File: src/rtl/scrambler_xor_6.sv
// Keystream XOR stage: scrambles 14-bit beats with the top of the LFSR state,
// buffers them in a 2-entry main/skid pair and keeps saturating status counters.
module scrambler_xor_6 #(
    parameter int DATA_WIDTH = 14,
    parameter int POLY_WIDTH = 84,
    parameter int CNT_WIDTH  = 16
) (
    input  logic                  clk,
    input  logic                  rst,
    input  logic [POLY_WIDTH-1:0] lfsr_dout,
    output logic                  lfsr_enable,
    input  logic                  scr_bypass,
    input  logic                  in_valid,
    output logic                  in_ready,
    input  logic [DATA_WIDTH-1:0] in_data,
    input  logic                  in_last,
    output logic                  out_valid,
    input  logic                  out_ready,
    output logic [DATA_WIDTH-1:0] out_data,
    output logic                  out_last,
    input  logic                  cnt_clr,
    output logic [CNT_WIDTH-1:0]  beat_cnt,
    output logic [CNT_WIDTH-1:0]  frame_cnt
);

    function automatic logic [CNT_WIDTH-1:0] sat_inc(input logic [CNT_WIDTH-1:0] val);
        if (val == {CNT_WIDTH{1'b1}}) begin
            sat_inc = val;
        end else begin
            sat_inc = val + {{(CNT_WIDTH-1){1'b0}}, 1'b1};
        end
    endfunction

    logic                  accept_s;
    logic                  drain_s;
    logic [DATA_WIDTH-1:0] ks_s;
    logic [DATA_WIDTH-1:0] word_s;

    logic                  main_valid_q, main_valid_d;
    logic [DATA_WIDTH-1:0] main_data_q,  main_data_d;
    logic                  main_last_q,  main_last_d;
    logic                  skid_valid_q, skid_valid_d;
    logic [DATA_WIDTH-1:0] skid_data_q,  skid_data_d;
    logic                  skid_last_q,  skid_last_d;
    logic                  in_ready_q,   in_ready_d;
    logic [CNT_WIDTH-1:0]  beat_cnt_q,   beat_cnt_d;
    logic [CNT_WIDTH-1:0]  frame_cnt_q,  frame_cnt_d;

    // Next-state logic for the main/skid buffer, ready flag and counters
    always_comb begin
        ks_s     = lfsr_dout[POLY_WIDTH-1 -: DATA_WIDTH];
        accept_s = in_valid & in_ready_q;
        drain_s  = main_valid_q & out_ready;
        if (scr_bypass) begin
            word_s = in_data;
        end else begin
            word_s = in_data ^ ks_s;
        end
        lfsr_enable = accept_s & ~scr_bypass & ~rst;

        main_valid_d = main_valid_q;
        main_data_d  = main_data_q;
        main_last_d  = main_last_q;
        skid_valid_d = skid_valid_q;
        skid_data_d  = skid_data_q;
        skid_last_d  = skid_last_q;

        case ({drain_s, accept_s})
            2'b00: begin
                main_valid_d = main_valid_q;
            end
            2'b01: begin
                if (!main_valid_q) begin
                    main_valid_d = 1'b1;
                    main_data_d  = word_s;
                    main_last_d  = in_last;
                end else begin
                    skid_valid_d = 1'b1;
                    skid_data_d  = word_s;
                    skid_last_d  = in_last;
                end
            end
            2'b10: begin
                if (skid_valid_q) begin
                    main_data_d  = skid_data_q;
                    main_last_d  = skid_last_q;
                    skid_valid_d = 1'b0;
                end else begin
                    main_valid_d = 1'b0;
                end
            end
            2'b11: begin
                // Skid keeps FIFO order: an arrival during a skid->main move lands in skid
                if (skid_valid_q) begin
                    main_data_d = skid_data_q;
                    main_last_d = skid_last_q;
                    skid_data_d = word_s;
                    skid_last_d = in_last;
                end else begin
                    main_data_d = word_s;
                    main_last_d = in_last;
                end
            end
            default: begin
                main_valid_d = main_valid_q;
            end
        endcase

        in_ready_d = ~skid_valid_d;

        if (cnt_clr) begin
            beat_cnt_d  = {CNT_WIDTH{1'b0}};
            frame_cnt_d = {CNT_WIDTH{1'b0}};
        end else begin
            if (accept_s) begin
                beat_cnt_d = sat_inc(beat_cnt_q);
            end else begin
                beat_cnt_d = beat_cnt_q;
            end
            if (accept_s && in_last) begin
                frame_cnt_d = sat_inc(frame_cnt_q);
            end else begin
                frame_cnt_d = frame_cnt_q;
            end
        end
    end

    // State registers with synchronous reset
    always_ff @(posedge clk) begin
        if (rst) begin
            main_valid_q <= 1'b0;
            main_data_q  <= {DATA_WIDTH{1'b0}};
            main_last_q  <= 1'b0;
            skid_valid_q <= 1'b0;
            skid_data_q  <= {DATA_WIDTH{1'b0}};
            skid_last_q  <= 1'b0;
            in_ready_q   <= 1'b0;
            beat_cnt_q   <= {CNT_WIDTH{1'b0}};
            frame_cnt_q  <= {CNT_WIDTH{1'b0}};
        end else begin
            main_valid_q <= main_valid_d;
            main_data_q  <= main_data_d;
            main_last_q  <= main_last_d;
            skid_valid_q <= skid_valid_d;
            skid_data_q  <= skid_data_d;
            skid_last_q  <= skid_last_d;
            in_ready_q   <= in_ready_d;
            beat_cnt_q   <= beat_cnt_d;
            frame_cnt_q  <= frame_cnt_d;
        end
    end

    assign in_ready  = in_ready_q;
    assign out_valid = main_valid_q;
    assign out_data  = main_data_q;
    assign out_last  = main_last_q;
    assign beat_cnt  = beat_cnt_q;
    assign frame_cnt = frame_cnt_q;

endmodule

File: config.mk
export PLATFORM = sky130hd
export DESIGN_NAME = scrambler_xor_6
export DESIGN_NICKNAME = d
export VERILOG_FILES = /design/src/rtl/scrambler_xor_6.sv
export SDC_FILE = /design/constraint.sdc
export NUM_CORES = 1
export LEC_CHECK = 0
export ABC_AREA = 0
export CORE_AREA = 2 2 117 119
export DETAILED_ROUTE_END_ITERATION = 12
export DIE_AREA = 0 0 119 121
export DONT_BUFFER_PORTS = 1
export HOLD_SLACK_MARGIN = 0.15
export PLACE_DENSITY = 0.36
export SYNTH_ARGS = -nofsm -noshare
export SYNTH_HDL_FRONTEND = slang
export SYNTH_SLANG_ARGS = --single-unit
export TNS_END_PERCENT = 30
File: constraint.sdc
create_clock -name clk -period 3.2 [get_ports clk]
set_input_delay 0.96 -clock clk [delete_from_list [all_inputs] [get_ports clk]]
set_output_delay 0.96 -clock clk [all_outputs]
set_load 0.01 [all_outputs]
After elaboration in Yosys (flattened, before gate mapping)

Index checks and enable logic that the tools add are counted.

Output and inout bits: 50
Input port bits: 105
Logic and storage cells: 60
Register bits: 65

Mux-type cells: 19
Bitwise gates (word level): 10
Reductions and logical operators: 10
Add/sub/neg operators: 2
Equality and inequality tests: 10

Operators by type and width:

| kind                                                 | count |
|---|---|
| two-way mux 14 bit                                   | 6 |
| one-hot mux 14 bit (3 select lines)                  | 1 |
| adder 16 x 1 -> 16 bit (second input constant)       | 2 |
| equality test 16 bit (second input constant)         | 2 |
| one-hot mux 14 bit (2 select lines)                  | 1 |
| bitwise XOR 14 bit                                   | 1 |
| != test 2 bit (second input constant)                | 5 |
| two-way mux 1 bit                                    | 7 |
| one-hot mux 1 bit (2 select lines)                   | 3 |
| AND reduction 2 bit                                  | 3 |
| AND reduction 3 bit                                  | 2 |
| inverter 1 bit                                       | 5 |
| bitwise AND 1 bit                                    | 4 |
| equality test 2 bit (second input constant)          | 2 |
| nonzero test 2 bit                                   | 2 |
| one-hot mux 1 bit (3 select lines)                   | 1 |
| nonzero test 3 bit                                   | 1 |
| equality test 2 x 1 -> 1 bit (second input constant) | 1 |
| OR reduction 2 bit                                   | 1 |
| logical AND 1 bit                                    | 1 |

Longest topological paths before layout

Gate-level depths: netlist of the first run.

Word-level depth: 4
Depth in mapped cells: 9
Depth with buffers taken out: 7

Worst setup path after synthesis of the first run

OpenSTA, ideal clock, no wires.

Path type: input port to output port
Start point: in rst
End point: out lfsr_enable
Path slack: 597 ps
Arrival time: 1643 ps
Buffers on the path: 2
Stages: 3
Required time: 2240 ps
Path through: clkbuf_1 > clkbuf_1 > nor3_1

Cells in the longest elaborated chain, start to end: 2

RTL lines:

| what              | line | text |
|---|---|---|
| from (decl)       | 9    | `input logic rst,` |
| inverter 1 bit    | 59   | `lfsr_enable = accept_s & ~scr_bypass & ~rst;` |
| bitwise AND 1 bit | 59   |  |
| to (decl)         | 11   | `output logic lfsr_enable,` |

Every way passes these cells.

Final worst setup path of the first run

Start point: in in_valid
End point: reg main_data_q[6] (netlist: out_data[6])

Cells in the longest elaborated chain, start to end: 4
Elaborated cells between the ends (all ways): 9
Classes of those cells: 5 x eq/ne; 1 x mux; 1 x bitwise; 2 x reduce/logical

RTL lines:

| what                                                                       | line | text |
|---|---|---|
| from (decl)                                                                | 13   | `input logic in_valid,` |
| bitwise AND 1 bit (*)                                                      | 52   | `accept_s = in_valid & in_ready_q;` |
| equality test 2 bit / equality test 2 x 1 -> 1 bit (equally long branches) | 68   | `case ({drain_s, accept_s})` |
| != test 2 bit (no line) / nonzero test 3 bit (equally long branches)       | --   |  |
| AND reduction 3 bit (no line)                                              | --   |  |
| to (signal assigned)                                                       | 132  | `main_data_q <= {DATA_WIDTH{1'b0}};` |
| to (signal assigned)                                                       | 142  | `main_data_q <= main_data_d;` |
| to (decl)                                                                  | 40   | `logic [DATA_WIDTH-1:0] main_data_q, main_data_d;` |

Mark *: on every way between the ends. The rest lies on a longest branch, timed or not.
A chain may end at the register's enable or synchronous reset.

==> flow_metrics.py, run 1 <==
metrics = {
    "run_status": {
        "outcome": "finished clean",
    },
    "floorplanning": {
        "fp-row-count": 42,
        "die_h_um": 121,
        "floorplan.io_pins": 155,
        "initial_core_util_pct": 24.5,
        "floorplan.die_area_mm2": 0.0144,
        "floorplan.die.width_um": 119,
        "coreArea_mm2": 0.0131,
    },
    "clock_network": {
        "clk_root_buffer_cell": "sky130_fd_sc_hd__clkbuf_16",
        "cts_hold_buf": 0,
        "cts_buffers": 9,
        "postCtsResizedCells": 0,
        "clk_path_buf_depth": 2,
        "worst_setup_hold_path_clk_slew_ns": 0.05,
        "postCtsSetupRepairBufs": 0,
        "tritoncts": "yes",
        "clock_sink_count": 65,
        "insertion_delay_ns": 0.33,
        "cts_htree_levels": 3,
    },
    "global_route": {
        "grt_remaining_overflow": 0,
        "grt_pass1_vias": 2633,
        "groute.usage.overall_pct": 12.6,
        "grt_antenna_before_repair": 0,
        "grt_max_degree": 41,
        "grt_pass1_wl_um": 14100,
    },
    "critical_path": {
        "worst-path-max-fanout": 15,
        "timing.setup.critical_path_class": "in2reg",
        "signal_arrival_time_at_the_worst_endpoint_ns": 2.83,
        "startpoint_type": "primary input",
        "crit_required_ns": 3.45,
        "r2r_slack_ns": 0.64,
        "critPathCaptureType": "register",
    },
    "drt": {
        "routed-via-count": 2776,
        "drcViolationCount": 0,
        "wirelength_um": 8930,
        "antenna_left": 0,
        "iteration_0_drc_count_of_the_detailed_router": 96,
        "drt-wirelength-per-cell_um": 16.2,
        "firstDrtPassIters": 4,
        "detail_routed_via_count_per_cell": 5.05,
    },
    "power": {
        "cellLeakagePower_nw": 1.20,
        "sw_frac_of_total_pct": 23.6,
        "cellInternalPower_w": 0.00159,
        "pwr_density_cell_mw_per_mm2": 558,
        "worst_ir_drop_on_vdd_uv": 252,
        "combPwrFrac_pct": 7.8,
        "seq_power_share_pct": 42.6,
        "switching_power_w": 0.000489,
        "power.share.clock_pct": 49.6,
    },
    "logic_synthesis": {
        "synth.lib_cells_used.distinct": 37,
        "yosysSeqAreaShare_pct": 40.5,
        "mapped_avg_cell_area_um2": 8.70,
        "ys.warnings.count": 0,
        "mappedNetlistNets": 480,
        "post_synth_instance_area_mm2": 0.00321,
        "syn-instance-count": 369,
        "synth_seq_cells": 65,
    },
    "place": {
        "i_o_buffers": 0,
        "place_hpwl_um": 6240,
        "gp_congestion": 0.771,
    },
    "layout": {
        "n_antenna_cell": 0,
        "drive_gt1_share_pct": 7.75,
        "final_util_pct": 28.4,
        "area_delta_synth_final_pct": 15.8,
        "final_net_count": 480,
    },
    "job": {
        "max_capacitance_violation_total": 0,
    },
    "timing": {
        "final_max_slew_viol_count": 0,
        "setup_viol_count_final": 0,
        "period_share_pct": 80.6,
        "max_freq_ghz": 0.388,
        "min_period_ns": 2.58,
        "clock_skew_ns": 0.00666,
        "worst_slew_pin_slew_ns": 1.14,
        "final_setup_tns_ns": 0,
        "rsz0062_at_grt": "no",
        "finalHoldViolCount": 0,
        "timing.max_slew.rel_slack_pct": 23.4,
    },
    "min_path": {
        "hold_path.class": "reg2reg",
    },
}
-- through the flow --
step	worst slack [ns]	power (W)	area, um^2	instances	hold WS, ns
6_report	0.620	0.00207	3720	550	0.494
5_1_grt	0.335	0.00216	3720	550	0.519
4_1_cts	0.578	0.00211	3720	550	0.498
3_5_place_dp	0.285	0.00107	3410	534	0.485
3_3_place_gp	0.258	0.00107	3410	534	0.473
2_1_floorplan	0.597	0.00103	3210	369	0.460
-- power by group through the flow --
stage	clock network, W	registers [W]	logic, W
final	0.00103	0.000885	0.000161
after global routing	0.00109	0.000890	0.000186
after CTS	0.00106	0.000887	0.000166
after detailed placement	0	0.000904	0.000165
after global placement	0	0.000903	0.000163
after floorplan	0	0.000893	0.000134
-- per-layer routing --
metal	vias up	wire length, um	track usage, %
li1	1397	-	-
met1	1292	4060	15.0
met2	76	4060	20.6
met3	11	645	4.28
met4	0	165	5.80
met5	-	0	0
-- area by class of cell --
cell class                 instances  area, um^2
sequential                        65        1300
inverter                           7        26.3
tap                              176         220
clock inverter                     2        35.0
timing repair buffer               7        52.6
fill                            1426        9370
multi-input combinational        279        1810
clock buffer                      14         274
-- path summary, 6_finish.rpt --
kind / cells past startpoint / startpoint / end
setup / recovery: 7 / in_valid / out_data[6]
hold / removal: 2 / skid_data_q[4] / skid_data_q[4]
setup reg to reg: 7 / out_valid / out_data[6]
hold reg to reg: 2 / skid_data_q[4] / skid_data_q[4]
-- cells by family (layout without fill, tap and decap cells) --
| group | Yosys count | after routing | share of synthesized area (%) |
|---|---|---|---|
| AND/OR/NAND/NOR | 160 | 160 | 27.3 |
| AO/OA/AOI/OAI | 81 | 81 | 17.1 |
| multiplexers | 18 | 18 | 5.61 |
| adder cells (fa/ha/maj) | 6 | 6 | 2.34 |
| buffers and inverters | 25 | 30 | 3.31 |
| XOR/XNOR | 14 | 14 | 3.82 |
| flip-flops | 65 | 65 | 40.5 |
-- cells in the mapped netlist (all sizes together) --
master / number / area [um^2]
a211o: 2 / 17.5
a211oi: 1 / 7.51
a21oi: 24 / 120
a221oi: 15 / 131
and3: 5 / 31.3
and4: 3 / 26.3
buf: 5 / 31.3
clkbuf: 13 / 48.8
dfxtp: 65 / 1300
ha: 6 / 75.1
inv: 7 / 26.3
mux2i: 18 / 180
nand2: 18 / 67.6
nand2b: 16 / 100
nand3: 12 / 60.1
nand4: 12 / 90.1
nor2: 37 / 139
nor2b: 2 / 12.5
nor3: 20 / 100
nor4: 6 / 52.6
o2111ai: 1 / 8.76
o211a: 1 / 10.0
o211ai: 3 / 22.5
o21ai: 14 / 70.1
o311ai: 4 / 35.0
o31ai: 12 / 90.1
o41ai: 4 / 35.0
or2: 3 / 18.8
or3: 15 / 96.3
or4: 11 / 83.8
xnor2: 14 / 123
-- critical path, cell delays in order --
cell and delay, ns:
sky130_fd_sc_hd__nand2_1 0.05, sky130_fd_sc_hd__inv_1 0.17, sky130_fd_sc_hd__ha_1 0.23, sky130_fd_sc_hd__a21oi_1 0.08, sky130_fd_sc_hd__nor2_1 0.86, sky130_fd_sc_hd__a221oi_1 0.25
sky130_fd_sc_hd__nor3_1 0.23
-- registers in the layout, indices dropped and copies added, names as in the netlist --
name,cells
out_last,1
skid_data_q,14
out_valid,1
out_data,14
frame_cnt,16
in_ready,1
skid_valid_q,1
beat_cnt,16
skid_last_q,1
-- layout by cell type (no fill, tap or decap), drive strengths merged, types with 2 or more instances in the layout --
cell type	netlist	final
o21ai	14	14
o31ai	12	12
nor2b	2	2
or2	3	3
a21oi	24	24
o311ai	4	4
nand2	18	18
or4	11	11
nor4	6	6
xnor2	14	14
nand3	12	12
clkbuf	13	14
a211o	2	2
or3	15	15
nand4	12	12
dfxtp	65	65
ha	6	6
a221oi	15	15
buf	5	7
nor2	37	37
mux2i	18	18
o211ai	3	3
nor3	20	20
o41ai	4	4
nand2b	16	16
and4	3	3
inv	7	7
and3	5	5
No activity file was read; power rests on OpenSTA's default activity.
==> inputs of run 2 (changes only) <==
Settings changed: PLACE_DENSITY 0.36 to 0.37.
Clock period 3.2 ns to 2.2 ns, I/O delays scaled along.
==> run 2 against run 1 <==
  * Setup slack got worse by 0.31 ns
  * Utilization up 1.4 points
  * Critical path depth decreased by 3
  * First-iteration DRC count rose by 16%
  * Flip-flop and latch count unchanged
  * Sequential share of layout area is 1.6 points lower
  * Power rose by 50%
  * Final cell count up 3.8%
  * Clock power rose by 51%
  * Count of clock-buffer cells in the layout shrank 5
  * Global-route usage is 0.75 points higher
  * Sequential power grew 45%
  * Largest cell class unchanged
  * Highest routed layer unchanged
==> flow_metrics.py, run 2 (synthesized netlist as in run 1, its figures left out) <==
metrics = {
    "critical_path": {
        "worst_r2r_endpoint": "beat_cnt[13]",
        "buffers_plus_inverters_on_the_worst_setup_path": 2,
        "worstPathCellList": "nand2_1 > buf_4 > nor3_1 > buf_4",
        "critPathLaunch": "in_ready",
        "worst-path-max-fanout": 4,
        "worst_setup_path_endpoint": "lfsr_enable",
        "critical_path.most_common_cell": "sky130_fd_sc_hd__buf_4",
        "worst_path_max_delay_cell": "sky130_fd_sc_hd__dfxtp_1",
        "critPathCaptureType": "output pin",
        "crit_required_ns": 1.54,
        "signal_arrival_time_at_the_worst_endpoint_ns": 1.23,
        "ff2ff_path_depth": 4,
        "cp.depth": 4,
        "timing.setup.critical_path_class": "reg2out",
        "startpoint_type": "register",
        "timing.critical_path.max_delay_family": "flip-flops",
        "r2r_slack_ns": 0.33,
        "crit-reg2reg-launch": "beat_cnt[2]",
        "critical_path.max_stage_delay_ns": 0.32,
    },
    "global_route": {
        "grt_max_degree": 41,
        "grt_pass1_vias": 2783,
        "groute.layer.met1.usage_pct": 16.2,
        "global_route.usage.met2_pct": 21.2,
        "grt_remaining_overflow": 0,
        "groute.usage.overall_pct": 13.4,
        "grt_antenna_before_repair": 0,
        "grt_pass1_wl_um": 14800,
        "globalRouteMet3Util_pct": 5.12,
        "busiest_layer": "met2",
    },
    "clock_network": {
        "clk_path_buf_depth": 2,
        "clock_sink_count": 65,
        "cts_htree_levels": 3,
        "tritoncts": "yes",
        "cts_hold_buf": 0,
        "worst_setup_hold_path_clk_slew_ns": 0.06,
        "clk_root_buffer_cell": "sky130_fd_sc_hd__clkbuf_16",
        "cts_buffers": 9,
        "insertion_delay_ns": 0.34,
    },
    "layout": {
        "fin_cells": 571,
        "layout_commonest_cell": "sky130_fd_sc_hd__dfxtp_1",
        "stdcell_area_mm2": 0.00390,
        "final_net_count": 501,
        "n_antenna_cell": 0,
        "area_delta_synth_final_pct": 21.5,
        "most-common-layout-cells": "sky130_fd_sc_hd__dfxtp_1 (65), sky130_fd_sc_hd__nor2_1 (36), sky130_fd_sc_hd__buf_4 (27)",
        "drive_gt1_share_pct": 13.4,
    },
    "place": {
        "place_hpwl_um": 6460,
        "dpl-instance-area_mm2": 0.00358,
        "placed_cells": 555,
        "gp_congestion": 0.749,
        "i_o_buffers": 0,
    },
    "min_path": {
        "hold_path.class": "in2reg",
    },
    "drt": {
        "drcViolationCount": 0,
        "firstDrtPassIters": 4,
        "antenna_left": 0,
        "wirelength_um": 9290,
        "routed-via-count": 2871,
        "iteration_0_drc_count_of_the_detailed_router": 111,
        "detail_routed_via_count_per_cell": 5.03,
        "drt-wirelength-per-cell_um": 16.3,
    },
    "timing": {
        "finalHoldViolCount": 0,
        "setup_viol_count_final": 0,
        "worst_slew_pin_slew_ns": 0.724,
        "min_period_ns": 1.89,
        "clock_skew_ns": 0.00827,
        "timing.max_slew.rel_slack_pct": 51.7,
        "max_freq_ghz": 0.528,
        "period_share_pct": 86.1,
        "rsz0062_at_grt": "no",
        "final_max_slew_viol_count": 0,
    },
    "floorplanning": {
        "coreArea_mm2": 0.0131,
        "fp-row-count": 42,
        "floorplan.die.width_um": 119,
        "floorplan.io_pins": 155,
        "floorplan.die_area_mm2": 0.0144,
        "initial_core_util_pct": 24.5,
        "die_h_um": 121,
    },
    "job": {
        "max_capacitance_violation_total": 0,
    },
    "power": {
        "worst_ir_drop_on_vdd_uv": 365,
        "pwr_density_cell_mw_per_mm2": 798,
        "cellLeakagePower_nw": 1.32,
    },
    "run_status": {
        "outcome": "finished clean",
    },
}
## run 2: metrics by stage
| stage | setup WS [ns] | util, % | TNS [ns] | total power (W) | hold WS [ns] |
|---|---|---|---|---|---|
| 2_1_floorplan | -0.00446 | - | -0.0434 | 0.00150 | 0.460 |
| 3_3_place_gp | -0.381 | 27.4 | -5.33 | 0.00158 | 0.472 |
| 3_5_place_dp | -0.389 | 27.4 | -5.13 | 0.00158 | 0.484 |
| 4_1_cts | 0.281 | 29.8 | 0 | 0.00318 | 0.369 |
| 5_1_grt | 0.117 | 29.8 | 0 | 0.00327 | 0.370 |
| 6_report | 0.306 | 29.8 | 0 | 0.00311 | 0.395 |
## run 2: worst min path at each step
stage	end	slack, ns	cells after the start	startpoint
after detailed placement	skid_data_q[4]	0.48	2	skid_data_q[4]
after global routing	skid_data_q[0]	0.37	1	rst
final	skid_data_q[13]	0.39	1	rst
after CTS	skid_data_q[13]	0.37	1	rst
after floorplan	skid_data_q[0]	0.46	2	skid_data_q[0]
after global placement	skid_data_q[13]	0.47	2	skid_data_q[13]
## run 2: power by group
group          internal, W  switching [W]  leakage, nW
logic             0.000127       0.000145        0.634
registers          0.00123      0.0000472        0.529
clock network     0.000991       0.000573        0.155
## run 2: routing by layer
metal | up-vias | share of wire (%)
met5 | - | 0
met4 | 0 | 1.7
li1 | 1429 | -
met1 | 1352 | 46
met2 | 78 | 46
met3 | 12 | 6.4
## run 2: cell type report
type | count | area [um^2]
timing repair buffer | 28 | 223
inverter | 7 | 26.3
tap | 176 | 220
sequential | 65 | 1300
fill | 1355 | 9180
clock inverter | 7 | 95.1
clock buffer | 9 | 225
multi-input combinational | 279 | 1810
## run 2: what timing repair did
item,4_1_cts,5_1_grt
gates resized for setup,1,0
endpoints found under the setup margin,14,0
buffers inserted,0,0
